File: src/rtl/conv2d_read_fetcher.sv
// DMem read-address generator and credit-protected response FIFO for the conv2D unit.
// Issues all weight words, then every non-halo IFM word of every window in OFM order.
module conv2d_read_fetcher #(
  parameter int AWIDTH     = 32,
  parameter int DWIDTH     = 32,
  parameter int WT_DIM     = 3,
  parameter int FIFO_DEPTH = 4
) (
  input  logic              clk,
  input  logic              rst,
  input  logic              start,
  output logic              idle,
  input  logic [31:0]       fm_dim,
  input  logic [AWIDTH-1:0] wt_base_addr,
  input  logic [AWIDTH-1:0] ifm_base_addr,
  output logic [AWIDTH-1:0] req_addr,
  output logic              req_valid,
  input  logic              req_ready,
  input  logic [DWIDTH-1:0] resp_data,
  input  logic              resp_valid,
  output logic [DWIDTH-1:0] rdata,
  output logic              rdata_valid,
  input  logic              rdata_ready
);

  localparam int HALF   = WT_DIM / 2;
  localparam int WT_NUM = WT_DIM * WT_DIM;
  localparam int KW     = $clog2(WT_NUM + 1);
  localparam int MW     = $clog2(WT_DIM + 1);
  localparam int PW     = $clog2(FIFO_DEPTH);
  localparam int CW     = $clog2(FIFO_DEPTH + 1);

  typedef enum logic [1:0] {IDLE, FETCH_WT, FETCH_FM, DRAIN} state_t;

  state_t            state, state_n;
  logic [31:0]       fm_dim_q;
  logic [AWIDTH-1:0] wt_base_q, ifm_base_q;

  logic [KW-1:0]     wt_k;
  logic [31:0]       y, x;
  logic [MW-1:0]     m, n;

  logic [CW-1:0]     outstanding, count;
  logic [PW-1:0]     wr_ptr, rd_ptr;
  logic [DWIDTH-1:0] mem [FIFO_DEPTH];

  logic              clr_cnt, wt_step, fm_step;
  logic              req_fire, push, pop, credit_ok;
  logic              wt_last, fm_last, halo;
  logic [31:0]       idx_u, idy_u, fm_off;

  // Window offsets as 32-bit two's complement; bit 31 marks a negative coordinate.
  assign idx_u   = x - 32'(HALF) + 32'(n);
  assign idy_u   = y - 32'(HALF) + 32'(m);
  assign halo    = idx_u[31] || idy_u[31] || (idx_u >= fm_dim_q) || (idy_u >= fm_dim_q);
  assign fm_off  = idy_u * fm_dim_q + idx_u;

  assign wt_last = (wt_k == KW'(WT_NUM - 1));
  assign fm_last = (y == fm_dim_q - 32'd1) && (x == fm_dim_q - 32'd1) &&
                   (m == MW'(WT_DIM - 1)) && (n == MW'(WT_DIM - 1));

  assign credit_ok   = ({1'b0, outstanding} + {1'b0, count}) < (CW + 1)'(FIFO_DEPTH);
  assign req_fire    = req_valid && req_ready;
  assign push        = resp_valid;
  assign rdata_valid = (count != '0);
  assign pop         = rdata_valid && rdata_ready;
  assign rdata       = rdata_valid ? mem[rd_ptr] : '0;
  assign idle        = (state == IDLE);

  always_comb begin
    state_n   = state;
    clr_cnt   = 1'b0;
    wt_step   = 1'b0;
    fm_step   = 1'b0;
    req_valid = 1'b0;
    req_addr  = '0;
    case (state)
      IDLE: begin
        if (start) begin
          state_n = FETCH_WT;
          clr_cnt = 1'b1;
        end
      end
      FETCH_WT: begin
        req_valid = credit_ok;
        req_addr  = wt_base_q + AWIDTH'(wt_k);
        if (req_fire) begin
          wt_step = 1'b1;
          if (wt_last) state_n = (fm_dim_q == 32'd0) ? DRAIN : FETCH_FM;
        end
      end
      FETCH_FM: begin
        req_valid = credit_ok && !halo;
        req_addr  = ifm_base_q + AWIDTH'(fm_off);
        // Halo cells advance unconditionally; real cells only when accepted.
        if (req_fire || halo) begin
          fm_step = 1'b1;
          if (fm_last) state_n = DRAIN;
        end
      end
      DRAIN: begin
        if (outstanding == '0 && count == '0) state_n = IDLE;
      end
      default: state_n = IDLE;
    endcase
  end

  always_ff @(posedge clk) begin
    if (rst) begin
      state      <= IDLE;
      fm_dim_q   <= '0;
      wt_base_q  <= '0;
      ifm_base_q <= '0;
      wt_k       <= '0;
      y          <= '0;
      x          <= '0;
      m          <= '0;
      n          <= '0;
    end else begin
      state <= state_n;
      if (clr_cnt) begin
        fm_dim_q   <= fm_dim;
        wt_base_q  <= wt_base_addr;
        ifm_base_q <= ifm_base_addr;
        wt_k       <= '0;
        y          <= '0;
        x          <= '0;
        m          <= '0;
        n          <= '0;
      end else if (wt_step) begin
        wt_k <= wt_k + KW'(1);
      end else if (fm_step) begin
        if (n == MW'(WT_DIM - 1)) begin
          n <= '0;
          if (m == MW'(WT_DIM - 1)) begin
            m <= '0;
            if (x == fm_dim_q - 32'd1) begin
              x <= '0;
              y <= y + 32'd1;
            end else begin
              x <= x + 32'd1;
            end
          end else begin
            m <= m + MW'(1);
          end
        end else begin
          n <= n + MW'(1);
        end
      end
    end
  end

  always_ff @(posedge clk) begin
    if (rst) begin
      outstanding <= '0;
      count       <= '0;
      wr_ptr      <= '0;
      rd_ptr      <= '0;
    end else begin
      case ({req_fire, push})
        2'b10:   outstanding <= outstanding + CW'(1);
        2'b01:   outstanding <= outstanding - CW'(1);
        default: outstanding <= outstanding;
      endcase
      case ({push, pop})
        2'b10:   count <= count + CW'(1);
        2'b01:   count <= count - CW'(1);
        default: count <= count;
      endcase
      if (push) wr_ptr <= wr_ptr + PW'(1);
      if (pop)  rd_ptr <= rd_ptr + PW'(1);
    end
  end

  // Storage needs no reset: the read side is gated by count.
  always_ff @(posedge clk) begin
    if (!rst && push) mem[wr_ptr] <= resp_data;
  end

endmodule

File: config.mk
export PLATFORM = sky130hd
export DESIGN_NAME = conv2d_read_fetcher
export DESIGN_NICKNAME = d
export VERILOG_FILES = /design/src/rtl/conv2d_read_fetcher.sv
export SDC_FILE = /design/constraint.sdc
export NUM_CORES = 2
export LEC_CHECK = 0
export ABC_AREA = 1
export CAP_MARGIN = 40
export CORE_UTILIZATION = 65
export DETAILED_ROUTE_END_ITERATION = 12
export PLACE_DENSITY_LB_ADDON = 0.1
export SLEW_MARGIN = 20
export SYNTH_ARGS = -nofsm -noshare
export SYNTH_HDL_FRONTEND = slang
export SYNTH_SLANG_ARGS = --single-unit
File: constraint.sdc
create_clock -name clk -period 25.4 [get_ports clk]
set_clock_uncertainty 0.15 [all_clocks]
set_input_delay 7.62 -clock clk [delete_from_list [all_inputs] [get_ports clk]]
set_output_delay 7.62 -clock clk [all_outputs]
set_load 0.05 [all_outputs]
==> out/metrics.yaml <==
floorplanning:
  dieArea_sq_um: 60820
  fp-row-count: 89
  core_area_sq_um: 59020
  start_util_pct: 65.90
  die_h_um: 246.6
  die-width_um: 246.6
  io_pins: 201
detailed_routing:
  drc: 0
  firstDrtPassIters: 8
  drt_iter0_markers: 3683
  wl_per_cell_um: 22.06
  antenna_left: 0
  viasPerCell: 5.917
  routed_wl_um: 131300
  vias: 35210
worst_hold_path:
  whs_path_depth: 2
  worstHoldPathType: "register to register"
  min_from: "rd_ptr[1]$_SDFFE_PP0P_"
  hold_end: "rd_ptr[1]$_SDFFE_PP0P_"
timing:
  post-route-min-period_ns: 18.98
  grt_setup_unrepaired: "no"
  worstMarginPinSlew_ns: 0.9914
  post-route-period-util_pct: 74.74
  relSlewSlack_pct: 33.68
  slew_violations: 0
  whs_ns: 0.3232
  fmax_ghz: 0.05268
  hold_viol: 0
  setup-violations-final: 0
  final.setup.tns_ns: 0
synthesis:
  synth-edff-count: 128
  ys.flop_type: "dfxtp_1"
  synthArstFlopShare_pct: 0
  ys_seq_area_share_pct: 19.25
  synth.yosys.warnings: 0
  syn_inst: 5032
  yosysUniqueCellTypes: 60
  syn-num-nets: 5992
  ys_ff_latch: 310
  syn_area_sq_um: 38890
  avgSynthCellArea_sq_um: 7.729
critical_path:
  rr_endpoint: "x[6]$_SDFFE_PP0P_"
  r2r_start: "x[0]$_SDFFE_PP0P_"
  path_class: "register to output port"
  critPathMaxStageDelay_ns: 0.83
  cp_data_arrival_time_ns: 11.21
  worst_r2r_path_depth: 38
  end_kind: "output port"
  crit_required_ns: 17.63
  crit_slowest_cell: "clkdlybuf4s50_1"
  critical_path.top_delay_family: "adder cells"
  worst-r2r-setup-slack_ns: 17.10
  crit_buf_inv: 10
  path_max_fanout: 14
  start_kind: "register"
clock_tree:
  path_clk_slew_ns: 0.06
  tritoncts: "built"
  clock_sinks: 310
  cts_root_buf: "clkbuf_16"
  cts_buffers: 37
  cts_hold_buf: 0
  cts-htree-levels: 2
  ctsResizeCount: 0
  cts_setup_buffers: 0
  clk_path_buf_depth: 3
  clock_latency_ns: 0.62
global_routing:
  grt_pass1_vias: 34390
  grt_overflow: 0
  use_met2_pct: 66.08
  grt_pass1_wl_um: 197100
  grt_util_met1_pct: 54.53
  grtUsageMet3_pct: 11.90
  grt_max_degree: 75
  antenna_found_initial: 6
  grt.total_usage_pct: 43.38
  grt_busiest_layer: "met2"
cells_and_area:
  nNetsFinal: 6108
  nFillCells: 4827
  final_area_sq_um: 42860
  syn_to_final_growth_pct: 10.20
  final_layout_size_suffix_gt1_share_pct: 3.747
  fin_util_pct: 72.62
place:
  portBuffers: 200
  hpwl_um: 100400
  placed_area_sq_um: 41600
  gp_congestion: 1.001
status:
  status: "completed"
run:
  maxCapViolCount: 0
cells in the mapped netlist (3+ instances only):
cell,count,area [sq um]
nand2_1,797,2992
xor2_1,132,1156
a221oi_1,3,26.28
nor2_1,676,2537
nand3b_1,29,217.7
or2_2,6,37.54
edfxtp_1,128,3844
clkinv_1,8,30.03
o21a_1,5,37.54
nor2_2,8,50.05
a31oi_1,5,31.28
nand3_1,184,920.9
xor2_2,4,65.06
fa_1,472,9449
nor3b_1,4,30.03
buf_2,12,60.06
a21oi_1,363,1817
dfxtp_1,182,3643
buf_1,17,63.81
a21o_1,11,82.58
inv_2,12,45.04
a211oi_1,8,60.06
clkbuf_1,136,510.5
nor3_1,55,275.3
nor2_4,7,78.83
o21ai_0,278,1391
nand4_1,57,356.6
xnor2_1,25,219.0
o21bai_1,7,52.55
and2_1,4,25.02
buf_6,5,56.30
a21oi_2,10,87.58
nand2_2,6,37.54
ha_1,354,4429
inv_1,947,3555
o211ai_1,5,37.54
nor4_1,29,181.4
nand3_2,14,140.1
metrics by stage:
| stage | cells | worst slack [ns] |
|---|---|---|
| floorplan | 5032 | 8.660 |
| global placement | 5866 | 7.269 |
| detailed placement | 5878 | 7.223 |
| CTS | 5946 | 6.570 |
| global route | 5950 | 5.948 |
| finish | 5951 | 6.416 |
cell families (layout without fill, tap and decap cells):
| kind of cell | after synthesis | in the layout | synth area share, % |
|---|---|---|---|
| compound gates | 707 | 707 | 9.567 |
| xor+xnor | 161 | 161 | 3.703 |
| fa+ha+maj | 826 | 826 | 35.68 |
| buf+inv | 1143 | 1288 | 11.25 |
| flops | 310 | 310 | 19.25 |
| other cells | 0 | 1 | 0 |
| simple gates | 1885 | 1885 | 20.55 |
worst max-delay path by stage:
stage | from | endpoint | slack (ns) | depth (start not counted)
6_report | y[0]$_SDFFE_PP0P_ | req_addr[31] | 6.42 | 39
5_1_grt | y[0]$_SDFFE_PP0P_ | req_addr[29] | 5.95 | 46
4_1_cts | y[0]$_SDFFE_PP0P_ | req_addr[28] | 6.57 | 38
3_5_place_dp | y[0]$_SDFFE_PP0P_ | req_addr[28] | 7.22 | 35
3_3_place_gp | y[1]$_SDFFE_PP0P_ | req_addr[31] | 7.27 | 39
2_1_floorplan | y[1]$_SDFFE_PP0P_ | req_addr[31] | 8.66 | 38
cells in the final DEF (no fill, tap or decap), types with 37 or more instances in the layout:
cell	count
ha_1	354
buf_4	39
xor2_1	132
clkdlybuf4s50_1	200
inv_1	945
a21oi_1	363
edfxtp_1	128
dfxtp_1	181
nand2_1	796
nor2_1	671
clkbuf_16	37
fa_1	472
nor3_1	54
nand4_1	57
nand3_1	184
o21ai_0	278
metal layers:
metal | wire length [um] | up-vias | share of wire (%)
li1 | - | 15930 | -
met2 | 56770 | 2090 | 43
met4 | 10110 | 8 | 7.7
met3 | 16160 | 553 | 12
met1 | 48190 | 16640 | 37
met5 | 55 | - | 0.042
worst reg2reg max path: cells and delay by family (launching register included):
family | cells | cell delay, ns
buffers and inverters | 9 | 1.38
DFF | 1 | 0.41
AOI/OAI and AO/OA | 11 | 2.29
xor gates and xnor gates | 1 | 0.60
adders and majority gates | 4 | 1.22
and+or+nand+nor | 13 | 2.20
sequential cells by signal, indices dropped and copies added, names as in the netlist, 3 cells and up, named ones only:
register / cells
count: 3
fm_dim_q: 32
outstanding: 3
wt_k: 4
y: 32
ifm_base_q: 32
x: 32
wt_base_q: 32
mem: 128
final cells by class:
| type | count | area [sq um] | share of cell area [%] |
|---|---|---|---|
| clock inverter | 23 | 256.5 | 0.5984 |
| multi-input combinational | 3579 | 27060 | 63.14 |
| antenna | 1 | 2.502 | 0.005838 |
| inverter | 969 | 3640 | 8.492 |
| timing repair buffer | 251 | 2489 | 5.806 |
| sequential | 310 | 7488 | 17.47 |
| tap | 773 | 967.2 | 2.257 |
| clock buffer | 45 | 955.9 | 2.230 |
Power is left out: the tool's default activity adds up to more than one toggle a clock period on the data nets, which glitch-free logic cannot reach.
